[src/rtl/uart_debug_sequencer.sv]
// uart_debug_sequencer: UART command sequencer for step/run/halt and debug-bank dump
module uart_debug_sequencer #(
  parameter int addr_bits = 4,
  parameter int dump_bytes = 16
) (
  input  logic                 clock,
  input  logic                 reset,
  input  logic                 rx_empty,
  input  logic [7:0]           rx_data,
  output logic                 rx_read_next,
  input  logic                 tx_full,
  output logic [7:0]           tx_data,
  output logic                 tx_write,
  output logic [addr_bits-1:0] dump_addr,
  input  logic [7:0]           dump_data,
  output logic                 pipe_enable,
  output logic                 halted
);
  typedef enum logic [2:0] {IDLE, DECODE, STEP, ACK, NAK, DUMP} state_t;
  localparam logic [addr_bits:0] last = (addr_bits+1)'(dump_bytes - 1);
  state_t state, state_nxt;
  logic running, running_nxt, step_pulse;
  logic [7:0] cmd, cmd_nxt;
  logic [addr_bits:0] cnt, cnt_nxt;
  // state, run flag, latched command and dump counter
  always_ff @(posedge clock or negedge reset)
    if (!reset) begin
      state <= IDLE;
      running <= 1'b0;
      cmd <= 8'h00;
      cnt <= '0;
    end else begin
      state <= state_nxt;
      running <= running_nxt;
      cmd <= cmd_nxt;
      cnt <= cnt_nxt;
    end
  // next state and strobes; FIFO strobes are gated by their flags so nothing overflows or underflows
  always_comb begin
    state_nxt = state;
    running_nxt = running;
    cmd_nxt = cmd;
    cnt_nxt = cnt;
    rx_read_next = 1'b0;
    tx_write = 1'b0;
    tx_data = 8'h00;
    step_pulse = 1'b0;
    case (state)
      IDLE: if (!rx_empty && reset) begin
        rx_read_next = 1'b1;
        cmd_nxt = rx_data;
        state_nxt = DECODE;
      end
      DECODE: case (cmd)
        8'h53: state_nxt = STEP;
        8'h52: begin
          running_nxt = 1'b1;
          state_nxt = ACK;
        end
        8'h48: begin
          running_nxt = 1'b0;
          state_nxt = ACK;
        end
        8'h44: begin
          cnt_nxt = '0;
          state_nxt = DUMP;
        end
        default: state_nxt = NAK;
      endcase
      STEP: begin
        step_pulse = !running;
        state_nxt = ACK;
      end
      ACK, NAK: begin
        tx_data = state == ACK ? 8'h06 : 8'h15;
        tx_write = !tx_full;
        state_nxt = tx_full ? state : IDLE;
      end
      DUMP: begin
        tx_data = dump_data;
        tx_write = !tx_full;
        if (!tx_full) begin
          cnt_nxt = cnt + 1'b1;
          state_nxt = cnt == last ? IDLE : DUMP;
        end
      end
      default: state_nxt = IDLE;
    endcase
  end
  assign pipe_enable = (running && state != DUMP) || step_pulse;
  assign halted = !running;
  assign dump_addr = state == DUMP ? cnt[addr_bits-1:0] : '0;
endmodule

[config.mk]
export PLATFORM = sky130hd
export DESIGN_NAME = uart_debug_sequencer
export DESIGN_NICKNAME = d
export VERILOG_FILES = /design/src/rtl/uart_debug_sequencer.sv
export SDC_FILE = /design/constraint.sdc
export NUM_CORES = 1
export LEC_CHECK = 0
export CAP_MARGIN = 15
export CELL_PAD_IN_SITES_DETAIL_PLACEMENT = 1
export CELL_PAD_IN_SITES_GLOBAL_PLACEMENT = 1
export CORE_MARGIN = 5
export CORE_UTILIZATION = 35
export CTS_BUF_LIST = sky130_fd_sc_hd__clkbuf_16
export CTS_CLUSTER_DIAMETER = 60
export DETAILED_ROUTE_END_ITERATION = 16
export GPL_ROUTABILITY_DRIVEN = 1
export GPL_TIMING_DRIVEN = 0
export PLACE_DENSITY = 0.91
export SLEW_MARGIN = 30
export SYNTH_ARGS = -nofsm -noshare
export SYNTH_HDL_FRONTEND = slang
export SYNTH_SLANG_ARGS = --single-unit
export TNS_END_PERCENT = 1
[constraint.sdc]
create_clock -name clock -period 2.6 [get_ports clock]
set_input_delay 0.65 -clock clock [delete_from_list [all_inputs] [get_ports clock]]
set_output_delay 0.65 -clock clock [all_outputs]
set_load 0.05 [all_outputs]
==> impl_metrics.toml <==
[outcome]
run_status = "finished clean"

[global_routing]
grtUsageTotal_pct = 15.6
grt_antenna_before_repair = 0
grt_pass1_wl_mm = 5.05
grt_max_degree = 19
grt_pass1_vias = 1076
grt-ovfl-total = 0

[clocking]
clkTransAtPathRegs_ns = 0.05
numCtsBuffers = 3
root_buffer = "clkbuf_16"
clock_path_buffers = 2
htreeDepth = 1
post_cts_buffers = 0
cts_sinks = 17
cts_tree = "done"
insertion_delay_ns = 0.25

[logic_synthesis]
yosysSeqAreaShare_pct = 41.0
syn_area_um2 = 1040
muxShareOfSynthArea_pct = 9.64
synth_fa_ha_area_share_pct = 2.41
syn-mean-instance-area_um2 = 9.53
synth_compound_area_share_pct = 10.0
synth_ff_type = "dfrtp_1"
async_flop_share_pct = 100
synth_edf_count = 0
synth_xor_area_share_pct = 1.69
synth-simple-area-share_pct = 30.5
syn-num-nets = 131
synth-seq-cells = 17
synth_top_family_by_area = "simple AND/OR/NAND/NOR gates"
ys_warn_count = 0
synth_cell_types = 35
syn_inst = 109

[timing]
rsz0062_at_grt = "yes"
tns_ns = 0
setup_violations = 0
relSlewSlack_pct = 61.8
finalCriticalPeriod_ns = 2.50
hold_ws_ns = 0.259
slew_violations = 0
fmax_mhz = 400
finClkSkew_ns = 0.00148
finalCritPeriodShare_pct = 96.1
finalHoldViolCount = 0
worstMarginPinSlew_ns = 0.568

[floorplanning]
die_w_um = 64.5
rows = 19
die_y_um = 64.5
fp.dieArea_um2 = 4160
start_util_pct = 37.0
fp.coreArea_um2 = 2810
io_pins = 36

[min_path]
hp-class = "input port to async pin"

[placement]
hpwl_mm = 2.22
dpl-instance-area_um2 = 1430
port-buffer-count = 35
routabilityCongestion = 0.793

[drt]
wl_mm = 2.86
vias = 967
ant_nets = 0
drt_iter0_markers = 14
routed_via_density = 5.40
routedWlPerCell_um = 16.0
drc_errors = 0
dr.pass1.iters = 4

[run]
cap_viol_max_count = 0

[pwr]
p_leak_nw = 0.669
power_frac_clock_pct = 18.2
p_per_area_nw_per_um2 = 1160
p_int_mw = 0.902
pwr-share-seq_pct = 30.4
ir_drop_mv = 0.713
combPwrFrac_pct = 51.3
switching_power_mw = 0.786
power.total_mw = 1.69
p_sw_share_pct = 46.6

[setup_path]
cp.arrival_ns = 1.85
crit_required_ns = 1.95
crit_path_start_kind = "flip-flop"
cp_max_fo = 10
crit_path_end_kind = "output pin"
critPathKind = "flip-flop to output pin"
ff2ff_setup_slack_ns = 0.90

[final_layout]
drive_gt1_share_pct = 22.3
design_area_um2 = 1460
nets = 171
final_cell_mix = "19 x clkdlybuf4s50_1, 17 x dfrtp_1, 11 x nand2_1, 9 x and3_1, 9 x clkbuf_2"
diodes = 0
area_growth_pct = 40.6
final_common_cell = "clkdlybuf4s50_1"
==> through the flow <==
| stage | std cells | setup slack, ns | utilization, % |
|---|---|---|---|
| 5_1_grt | 179 | -0.0708 | 52.1 |
| 3_3_place_gp | 175 | -1.26 | 50.9 |
| 3_5_place_dp | 175 | -1.31 | 50.9 |
| 4_1_cts | 179 | 0.000150 | 53.6 |
| 6_report | 179 | 0.102 | 52.1 |
| 2_1_floorplan | 109 | 0.258 | - |
==> cells in the mapped netlist, types with 2 or more instances <==
cell type / n / area share, %
a21oi_1: 6 / 2.9
and3_1: 9 / 5.4
clkbuf_1: 2 / 0.72
dfrtp_1: 17 / 41
ha_1: 2 / 2.4
inv_1: 5 / 1.8
mux2_2: 8 / 8.7
nand2_1: 12 / 4.3
nand2b_1: 5 / 3.0
nand3b_1: 3 / 2.2
nor2_1: 5 / 1.8
nor2b_1: 3 / 1.8
nor3_1: 2 / 0.96
o21a_1: 2 / 1.4
o21ai_0: 7 / 3.4
xor2_1: 2 / 1.7
==> path summary, 6_finish.rpt <==
path / cells past startpoint / from / to
setup / recovery: 5 / state[2] / tx_data[2]
hold / removal: 1 / reset / cnt[1]
setup reg to reg: 4 / cmd[1] / cnt[1]
hold reg to reg: 2 / cnt[4] / cnt[4]
max in group asynchronous: 1 / reset / state[1]
min in group clock: 2 / cnt[4] / cnt[4]
==> final cells by class <==
class                           count  area [um^2]
Multi-Input combinational cell     82          571
Clock buffer                        3         75.1
Timing Repair Buffer               35          297
Sequential cell                    17          425
Fill cell                         338         1350
Buffer                              5         31.3
Inverter                            5         18.8
Clock inverter                      1         3.75
Tap cell                           31         38.8
==> metal layers <==
layer	GRT usage [%]	part of all wire (%)	wire (um)
met2	27.6	49	1410
met5	0	0	0
met1	17.8	43	1240
met3	3.63	5.8	167
met4	7.12	1.5	43
==> registers in the layout (all words and copies together) (netlist names) <==
name / count
cmd: 8
cnt: 5
state: 3
running: 1
==> cells by family after synthesis <==
group	count (synthesis)
AO/OA/AOI/OAI	18
AND/OR/NAND/NOR	51
adder cells (fa/ha/maj)	2
XOR/XNOR	2
flip-flops	17
multiplexers	9
buffers and inverters	10
==> worst max-delay path, stage by stage (launching register included) <==
cell and delay (ns):
dfrtp_1 0.45, nor2b_1 0.22, clkbuf_1 0.30, o21ai_0 0.16, nand2_1 0.10, clkdlybuf4s15_2 0.37
==> power by group through the flow <==
stage / Clock [mW] / Combinational (mW) / Sequential [mW]
finish: 0.308 / 0.866 / 0.514
global route: 0.331 / 0.946 / 0.538
CTS: 0.316 / 0.893 / 0.514
detailed placement: 0 / 0.924 / 0.517
global placement: 0 / 0.885 / 0.499
floorplan: 0 / 0.664 / 0.472
==> repair_timing <==
action,4_1_cts,5_1_grt
hold buffers,0,0
pin swaps,1,0
setup endpoints to repair,15,12
resized for setup,34,15
gates cloned,0,0
Power figures use the tool's default switching activity.
